<file path="src/rtl/bike_mult_pkg.sv">
// Shared definitions for the BIKE sparse x dense multiplier control slice.
//   mult_state_e  : sweep controller FSM states
//   DENSE_RD_LAT  : dense BRAM read latency in cycles
//   ACC_LAT       : cycles from a dense read to the matching accumulator write
//   DRAIN_CYC     : idle cycles after the last read so in-flight writes retire
package bike_mult_pkg;

  typedef enum logic [2:0] {
    StIdle,
    StFetch,
    StWait,
    StSweep,
    StDrain,
    StDone
  } mult_state_e;

  localparam int unsigned DENSE_RD_LAT = 1;
  // One extra cycle for the datapath stage behind the dense read.
  localparam int unsigned ACC_LAT      = DENSE_RD_LAT + 1;
  localparam int unsigned DRAIN_CYC    = ACC_LAT;

endpackage

</file>
<file path="src/rtl/bike_mult_delay_pipe.sv">
// Fixed-depth shift register with asynchronous clear.
// Carries the {we, addr} accumulator command alongside the dense-read/datapath pipeline.
//   clk     : clock
//   resetn  : asynchronous active-low reset, clears every stage
//   data_i  : word entering the pipe
//   data_o  : word leaving the pipe DEPTH cycles later
module bike_mult_delay_pipe #(
  parameter int unsigned WIDTH = 1,
  parameter int unsigned DEPTH = 1
) (
  input  logic             clk,
  input  logic             resetn,
  input  logic [WIDTH-1:0] data_i,
  output logic [WIDTH-1:0] data_o
);

  logic [WIDTH-1:0] stage_q [DEPTH];

  always_ff @(posedge clk or negedge resetn) begin
    if (!resetn) begin
      for (int unsigned i = 0; i < DEPTH; i++) begin
        stage_q[i] <= '0;
      end
    end else begin
      stage_q[0] <= data_i;
      for (int unsigned i = 1; i < DEPTH; i++) begin
        stage_q[i] <= stage_q[i-1];
      end
    end
  end

  assign data_o = stage_q[DEPTH-1];

endmodule

</file>
<file path="src/rtl/bike_mult_sweep_ctrl.sv">
// Address sequencer for the sparse x dense polynomial multiplier.
// For each of WEIGHT sparse positions: read the position from sparse BRAM, then sweep all
// NUM_WORDS dense words rotated by the position's word index. Accumulator writes follow the
// dense reads ACC_LAT cycles later.
//   clk, resetn            : clock, asynchronous active-low reset
//   start                  : pulse, begins a multiplication when idle
//   sparse_rden/addr       : sparse BRAM read port
//   sparse_word_idx        : sparse read data, valid the cycle after sparse_rden
//   dense_rden/addr        : dense BRAM read port (rotated address)
//   acc_we/acc_addr        : accumulator write command aligned to the datapath result
//   busy, done             : status; done is a single-cycle pulse
//   err                    : sticky out-of-range word index flag, cleared by start
module bike_mult_sweep_ctrl
  import bike_mult_pkg::*;
#(
  parameter int unsigned WEIGHT    = 71,
  parameter int unsigned NUM_WORDS = 12,
  parameter int unsigned LOGW      = 7,
  parameter int unsigned LOGN      = 4
) (
  input  logic            clk,
  input  logic            resetn,
  input  logic            start,
  output logic            sparse_rden,
  output logic [LOGW-1:0] sparse_addr,
  input  logic [LOGN-1:0] sparse_word_idx,
  output logic            dense_rden,
  output logic [LOGN-1:0] dense_addr,
  output logic            acc_we,
  output logic [LOGN-1:0] acc_addr,
  output logic            busy,
  output logic            done,
  output logic            err
);

  localparam logic [LOGN:0]   NumWordsExt = (LOGN+1)'(NUM_WORDS);
  localparam logic [LOGN-1:0] LastWord    = LOGN'(NUM_WORDS - 1);
  localparam logic [LOGW-1:0] LastPos     = LOGW'(WEIGHT - 1);
  localparam int unsigned     DrainW      = (DRAIN_CYC > 1) ? $clog2(DRAIN_CYC) : 1;
  localparam logic [DrainW-1:0] LastDrain = DrainW'(DRAIN_CYC - 1);

  mult_state_e       state_q, state_d;
  logic [LOGW-1:0]   pos_cnt_q, pos_cnt_d;
  logic [LOGN-1:0]   word_cnt_q, word_cnt_d;
  logic [LOGN-1:0]   base_q, base_d;
  logic [DrainW-1:0] drain_cnt_q, drain_cnt_d;
  logic              err_q, err_d;

  logic sparse_rden_q, sparse_rden_d;
  logic dense_rden_q, dense_rden_d;
  logic busy_q, busy_d;
  logic done_q, done_d;

  logic            idx_oob;
  logic [LOGN:0]   rot_sum;
  logic [LOGN-1:0] rot_addr;
  logic [LOGN:0]   acc_pipe_in, acc_pipe_out;

  assign idx_oob = ({1'b0, sparse_word_idx} >= NumWordsExt);

  // Both operands are < NUM_WORDS, so a single conditional subtract wraps the sum.
  assign rot_sum  = {1'b0, base_q} + {1'b0, word_cnt_q};
  assign rot_addr = (rot_sum >= NumWordsExt) ? LOGN'(rot_sum - NumWordsExt) : LOGN'(rot_sum);

  // State register
  always_ff @(posedge clk or negedge resetn) begin
    if (!resetn) begin
      state_q       <= StIdle;
      pos_cnt_q     <= '0;
      word_cnt_q    <= '0;
      base_q        <= '0;
      drain_cnt_q   <= '0;
      err_q         <= 1'b0;
      sparse_rden_q <= 1'b0;
      dense_rden_q  <= 1'b0;
      busy_q        <= 1'b0;
      done_q        <= 1'b0;
    end else begin
      state_q       <= state_d;
      pos_cnt_q     <= pos_cnt_d;
      word_cnt_q    <= word_cnt_d;
      base_q        <= base_d;
      drain_cnt_q   <= drain_cnt_d;
      err_q         <= err_d;
      sparse_rden_q <= sparse_rden_d;
      dense_rden_q  <= dense_rden_d;
      busy_q        <= busy_d;
      done_q        <= done_d;
    end
  end

  // Next-state and counter logic
  always_comb begin
    state_d     = state_q;
    pos_cnt_d   = pos_cnt_q;
    word_cnt_d  = word_cnt_q;
    base_d      = base_q;
    drain_cnt_d = drain_cnt_q;
    err_d       = err_q;
    unique case (state_q)
      StIdle: begin
        if (start) begin
          state_d   = StFetch;
          pos_cnt_d = '0;
          err_d     = 1'b0;
        end
      end
      StFetch: state_d = StWait;
      StWait: begin
        state_d    = StSweep;
        word_cnt_d = '0;
        if (idx_oob) begin
          err_d  = 1'b1;
          base_d = '0;
        end else begin
          base_d = sparse_word_idx;
        end
      end
      StSweep: begin
        if (word_cnt_q == LastWord) begin
          word_cnt_d = '0;
          if (pos_cnt_q == LastPos) begin
            state_d     = StDrain;
            drain_cnt_d = '0;
          end else begin
            pos_cnt_d = pos_cnt_q + 1'b1;
            state_d   = StFetch;
          end
        end else begin
          word_cnt_d = word_cnt_q + 1'b1;
        end
      end
      StDrain: begin
        if (drain_cnt_q == LastDrain) begin
          state_d = StDone;
        end else begin
          drain_cnt_d = drain_cnt_q + 1'b1;
        end
      end
      StDone:  state_d = StIdle;
      default: state_d = StIdle;
    endcase
  end

  // Outputs are decoded from the next state and registered, so each is high exactly while
  // the FSM occupies the matching state.
  always_comb begin
    sparse_rden_d = (state_d == StFetch);
    dense_rden_d  = (state_d == StSweep);
    busy_d        = (state_d != StIdle);
    done_d        = (state_d == StDone);
  end

  assign acc_pipe_in = {dense_rden_q, (dense_rden_q ? word_cnt_q : '0)};

  bike_mult_delay_pipe #(
    .WIDTH (LOGN + 1),
    .DEPTH (ACC_LAT)
  ) u_acc_pipe (
    .clk    (clk),
    .resetn (resetn),
    .data_i (acc_pipe_in),
    .data_o (acc_pipe_out)
  );

  assign sparse_rden = sparse_rden_q;
  assign sparse_addr = sparse_rden_q ? pos_cnt_q : '0;
  assign dense_rden  = dense_rden_q;
  assign dense_addr  = dense_rden_q ? rot_addr : '0;
  assign acc_we      = acc_pipe_out[LOGN];
  assign acc_addr    = acc_pipe_out[LOGN-1:0];
  assign busy        = busy_q;
  assign done        = done_q;
  assign err         = err_q;

endmodule
</file>
<file path="config.mk">
export PLATFORM = sky130hd
export DESIGN_NAME = bike_mult_sweep_ctrl
export DESIGN_NICKNAME = d
export VERILOG_FILES = /design/src/rtl/bike_mult_pkg.sv /design/src/rtl/bike_mult_delay_pipe.sv /design/src/rtl/bike_mult_sweep_ctrl.sv
export SDC_FILE = /design/constraint.sdc
export NUM_CORES = 1
export LEC_CHECK = 0
export BUFFER_PORTS_ARGS = -buffer_cell sky130_fd_sc_hd__buf_2
export CORE_MARGIN = 4
export CORE_UTILIZATION = 40
export CTS_CLUSTER_SIZE = 30
export DETAILED_ROUTE_END_ITERATION = 12
export GPL_TIMING_DRIVEN = 0
export HOLD_SLACK_MARGIN = 0.03
export SLEW_MARGIN = 10
export SYNTH_ARGS = -nofsm -noshare
export SYNTH_HDL_FRONTEND = slang
export SYNTH_SLANG_ARGS = --single-unit
</file>
<file path="constraint.sdc">
create_clock -name clk -period 5.6 [get_ports clk]
set_input_delay 0.28 -clock clk [delete_from_list [all_inputs] [get_ports clk]]
set_output_delay 0.28 -clock clk [all_outputs]
set_load 0.02 [all_outputs]
</file>
# Word level (Yosys, flattened, before mapping)
# Cells that the tools add are included.
totals:
  word_cells: 65
  ff_bits: 34
op_classes:
  n_reduce_logical: 9
  n_eq_ne: 14
  addsub: 5
  magnitude_cmp: 2
  muxes: 23
ops:
  columns: ["operator", "count"]
  rows:
  - ["$mux W7", 4]
  - ["$mux W4", 5]
  - ["$pmux W3 S5", 1]
  - ["$pmux W7 S2", 1]
  - ["$mux W3", 4]
  - ["$ne A2 B2 Y1 const B", 5]
  - ["$eq A3 B2 Y1 const B", 3]
  - ["$pmux W4 S2", 1]
  - ["$reduce_bool A2 Y1", 4]
  - ["$add A7 B1 Y7 const B", 1]
  - ["$eq A7 B7 Y1 const B", 1]
  - ["$eq A3 B1 Y1 const B", 2]
  - ["$eq A3 B3 Y1 const B", 2]
  - ["$reduce_and A3 Y1", 2]
  - ["$add A4 B4 Y5", 1]
  - ["$ge A5 B4 Y1 const B", 1]
  - ["$mux W1", 5]
  - ["$add A4 B1 Y4 const B", 1]
  - ["$eq A4 B4 Y1 const B", 1]
  - ["$ge A4 B4 Y1 const B", 1]
  - ["$pmux W1 S2", 2]
  - ["$reduce_and A4 Y1", 1]
  - ["$sub A4 B4 Y4 const B", 1]
  - ["$logic_not A3 Y1", 1]
  - ["other kinds (2)", 2]

# Depth between registers and ports, before layout
depth:
  word_depth: 5
  depth_mapped: 9
  depth_no_buf: 9

# Hierarchy
# Synthesis repeated with hierarchy kept, for this count alone.
hier_totals:
  cells_unflattened: 163
  hier_area_um2: 1691.6
modules_own_cells:
  columns: ["module", "n_inst", "cells_per_inst", "area_per_inst_um2", "seq_area_each_um2"]
  rows:
  - ["bike_mult_sweep_ctrl", 1, 148, 1403.8, 600.6]
  - ["bike_mult_delay_pipe", 1, 15, 287.8, 250.2]

# Worst setup path before layout
# No wires, ideal clock.
synth_timing:
  kind: "reg-to-output"
  start: "register word_cnt_q[0]"
  end: "output port dense_addr[2]"
  arrival_time_ps: 2122
  setup_slack_ps: 3198
  stages_incl_launch_ff: 10
  path_cell_list: "dfrtp_1 -> ha_1 -> inv_1 -> fa_1 -> xor2_1 -> inv_1 -> ha_1 -> a31oi_1 -> nand4_1 -> o2bb2ai_1"
synth_via:
  elab_chain_cells: 4
  word_cells_on_any_way: 5
synth_rtl:
  columns: ["element", "line", "rtl"]
  rows:
  - ["start: declaration", "bike_mult_sweep_ctrl.sv:44", "logic [LOGN-1:0] word_cnt_q, word_cnt_d;"]
  - ["start signal: assignment", "bike_mult_sweep_ctrl.sv:81", "word_cnt_q <= word_cnt_d;"]
  - ["$add A4 B4 Y5 (*)", "bike_mult_sweep_ctrl.sv:62", "assign rot_sum = {1'b0, base_q} + {1'b0, word_cnt_q};"]
  - ["$sub A4 B4 Y4 or $ge A5 B4 Y1 (tied branches)", "bike_mult_sweep_ctrl.sv:63", "assign rot_addr = (rot_sum >= NumWordsExt) ? LOGN'(rot_sum - NumWordsExt) : LOGN'(rot_sum);"]
  - ["$mux W4 (*)", "bike_mult_sweep_ctrl.sv:63", null]
  - ["$mux W4 (*)", "bike_mult_sweep_ctrl.sv:169", "assign dense_addr = dense_rden_q ? rot_addr : '0;"]
  - ["end: declaration", "bike_mult_sweep_ctrl.sv:28", "output logic [LOGN-1:0] dense_addr,"]
# Every way passes the cells marked *; elsewhere a longest branch is shown, timed or not.

# Final worst setup path
layout_timing:
  start: "register word_cnt_q[0]"
  end: "output port dense_addr[3]"
# Same word-level chain as after synthesis.

==> results.sh <==
export IMPL_outcome="finished, final reports clean"
export IMPL_cts_hold_buffers=0
export IMPL_synth_edf_count=0
export IMPL_cts_setup_buffers=0
export IMPL_h_tree_depth=2
export IMPL_synth_adder_area_share_pct=7.16
export IMPL_muxShareOfSynthArea_pct=0.597
export IMPL_cellLeakagePower_nw=0.979
export IMPL_critical_path_class="reg -> out"
export IMPL_critPathMaxStageDelay_ps=460
export IMPL_cts_buffers=5
export IMPL_numPortBuffers=27
export IMPL_antenna_found_initial=0
export IMPL_rsz0062_at_grt="no"
export IMPL_p_per_area_mw_per_mm2=602
export IMPL_setup_viol=0
export IMPL_via_count=1273
export IMPL_switching_share_pct=38.8
export IMPL_grt_max_degree=35
export IMPL_drc=0
export IMPL_yosys_area_share_simple_pct=21.9
export IMPL_grt_pass1_wl_um=5320
export IMPL_clkPwrFrac_pct=22.3
export IMPL_tightestPinTransition_ps=784
export IMPL_clk_pin_slew_ps=80
export IMPL_final_nets=212
export IMPL_ant_nets=0
export IMPL_fp_dieW_um=72.8
export IMPL_io_pins=28
export IMPL_syn_num_nets=178
export IMPL_synth_xor_area_share_pct=1.57
export IMPL_drv_slew=0
export IMPL_critPathArrivalTime_ps=2690
export IMPL_insertion_delay_ps=290
export IMPL_fillCellCount=392
export IMPL_drt_iter0_markers=42
export IMPL_ys_top_cells_by_area="dfrtp_1 51%, ha_1 6.0%, and2_1 4.8%, o21ai_0 3.9%, nand3_1 2.7%"
export IMPL_required_ps=5320
export IMPL_hold_viol=0
export IMPL_gp_congestion=0.765
export IMPL_overflow=0
export IMPL_track_usage_pct=13.1
export IMPL_critPathBufInv=3
export IMPL_peakVddDrop_mv=0.268
export IMPL_worst_slack_ps=2630
export IMPL_clockBufferDepth=2
export IMPL_async_flop_share_pct=100
export IMPL_cp_top_family="adder cells"
export IMPL_die_h_um=72.8
export IMPL_dr_pass1_iters=4
export IMPL_slew_headroom_pct=47.0
export IMPL_dp_slack_ps=2970
export IMPL_finalCritPeriodShare_pct=53.0
export IMPL_p_sw_w=0.000470
export IMPL_start_util_pct=41.6
export IMPL_wl_per_cell_um=12.8
export IMPL_synth_cell_type_count=39
export IMPL_mostFrequentLayoutCell="dfrtp_1"
export IMPL_fmax_mhz=337
export IMPL_syn_inst=162
export IMPL_ys_flop_type="dfrtp_1"
export IMPL_area_delta_synth_final_pct=20.0
export IMPL_p_int_w=0.000742
export IMPL_design_core_area_sq_mm=0.00403
export IMPL_fin_crit_ps=2970
export IMPL_power_w=0.00121
export IMPL_synth_seq_cells=34
export IMPL_synth_compound_area_share_pct=13.0
export IMPL_drt_wl_total_um=3160
export IMPL_num_antenna_cells=0
export IMPL_skew_ps=9.21
export IMPL_yosysTopAreaCellShare_pct=50.7
export IMPL_synth_top_family_by_area="simple AND/OR/NAND/NOR gates"
export IMPL_cts_root_buf="clkbuf_8"
export IMPL_layout_drive_gt1_share_pct=22.8
export IMPL_grt_pass1_vias=1194
export IMPL_die_area_sq_mm=0.00529
export IMPL_synth_largest_area_cell="dfrtp_1"
export IMPL_tritoncts="yes"
export IMPL_dp_hpwl_um=2280
export IMPL_vias_per_cell=5.15
export IMPL_p_seq_share_pct=32.1
export IMPL_syn_area_sq_mm=0.00168
export IMPL_ys_seq_area_share_pct=50.7
export IMPL_hold_path_class="in -> async"
export IMPL_syn_area_per_cell_sq_um=10.4
export IMPL_cts_resized=0
export IMPL_finalSetupTns_ps=0
export IMPL_p_comb_share_pct=45.6
export IMPL_crit_path_top_delay_cell="dfrtp_1"
export IMPL_path_max_fanout=6
export IMPL_yosys_warnings=0
export IMPL_final_cell_mix="34 x dfrtp_1, 28 x buf_2, 13 x o21ai_0, 13 x and2_1, 12 x nand2_1"
export IMPL_rows=23
export IMPL_setup_worst_path_start_class="register"
export IMPL_cp_end_kind="output port"
export IMPL_max_cap_violations=0
export IMPL_crit_chain="ha_1 -> inv_1 -> fa_1 -> xor2_1 -> inv_1 -> ha_1 -> a31oi_1 -> nand2_1 -> o221a_2 -> buf_2"
export IMPL_clock_sinks=34
## metal layers
layer  global-route usage, %  routed length [um]
met5                       0                   0
met4                    4.92                  55
met3                    4.82                 166
met2                    20.5                1440
met1                    16.4                1500
## layout make-up
type                       instances  area, sq um  share of cell area, %
tap                               50         62.6                   3.11
clock buffer                       5         68.8                   3.42
clock inverter                     3         68.8                   3.42
sequential                        34          851                   42.3
multi-input combinational        112          743                   36.9
buffer                             8         53.8                   2.67
inverter                           8         30.0                   1.49
timing repair buffer              27          135                   6.71
## stage by stage
stage,hold WS (ps),instances,cell area [sq um],util (%)
after global routing,106,247,2010,50.0
after detailed placement,336,239,1880,46.6
after global placement,333,239,1880,46.6
after CTS,74.7,247,2010,50.0
final,52.4,247,2010,50.0
after floorplan,-15.6,162,1680,-
## cells in the mapped netlist (3+ instances only)
library cell / number
a31oi_1: 4
and3_1: 3
nor2b_1: 3
nor2_1: 9
ha_1: 8
nand2_1: 12
o21ai_0: 13
buf_4: 4
and2_1: 13
a21oi_1: 5
or3_1: 3
dfrtp_1: 34
o31ai_1: 3
inv_1: 8
nand3_1: 9
nand3b_1: 3
## power groups by stage
stage | Sequential, W | Combinational (W) | Clock, W
finish | 0.000389 | 0.000553 | 0.000271
global placement | 0.000390 | 0.000538 | 0
CTS | 0.000389 | 0.000559 | 0.000280
detailed placement | 0.000394 | 0.000556 | 0
global route | 0.000402 | 0.000612 | 0.000288
floorplan | 0.000383 | 0.000411 | 0
## final timing paths
path	cells past startpoint	to	slack [ps]	start
min in group clk	3	base_q[0]$_DFFE_PN0N_	210	sparse_word_idx[0]
setup reg to reg	6	pos_cnt_q[3]$_DFFE_PN0P_	3840	word_cnt_q[0]$_DFFE_PN0P_
hold reg to reg	0	u_acc_pipe.data_o[4]$_DFF_PN0_	350	u_acc_pipe.stage_q[9]$_DFF_PN0_
max in group asynchronous	1	pos_cnt_q[2]$_DFFE_PN0P_	5070	resetn
setup / recovery	10	dense_addr[3]	2630	word_cnt_q[0]$_DFFE_PN0P_
hold / removal	1	word_cnt_q[0]$_DFFE_PN0P_	50	resetn
## sequential cells by signal (all words and copies together), names as in the netlist
| name | flops |
|---|---|
| base_q | 4 |
| pos_cnt_q | 7 |
| u_acc_pipe.stage_q | 5 |
| sparse_rden | 1 |
| done | 1 |
| err | 1 |
| state_q | 3 |
| drain_cnt_q | 1 |
| word_cnt_q | 4 |
| dense_rden | 1 |
| busy | 1 |
| u_acc_pipe.data_o | 5 |
## logic make-up after synthesis
family | count (synthesis)
and+or+nand+nor | 66
muxes | 1
adders and majority gates | 9
AOI/OAI and AO/OA | 33
buffers and inverters | 16
DFF | 34
xor gates and xnor gates | 3
Note: power is estimated with default switching activity, not from simulation.
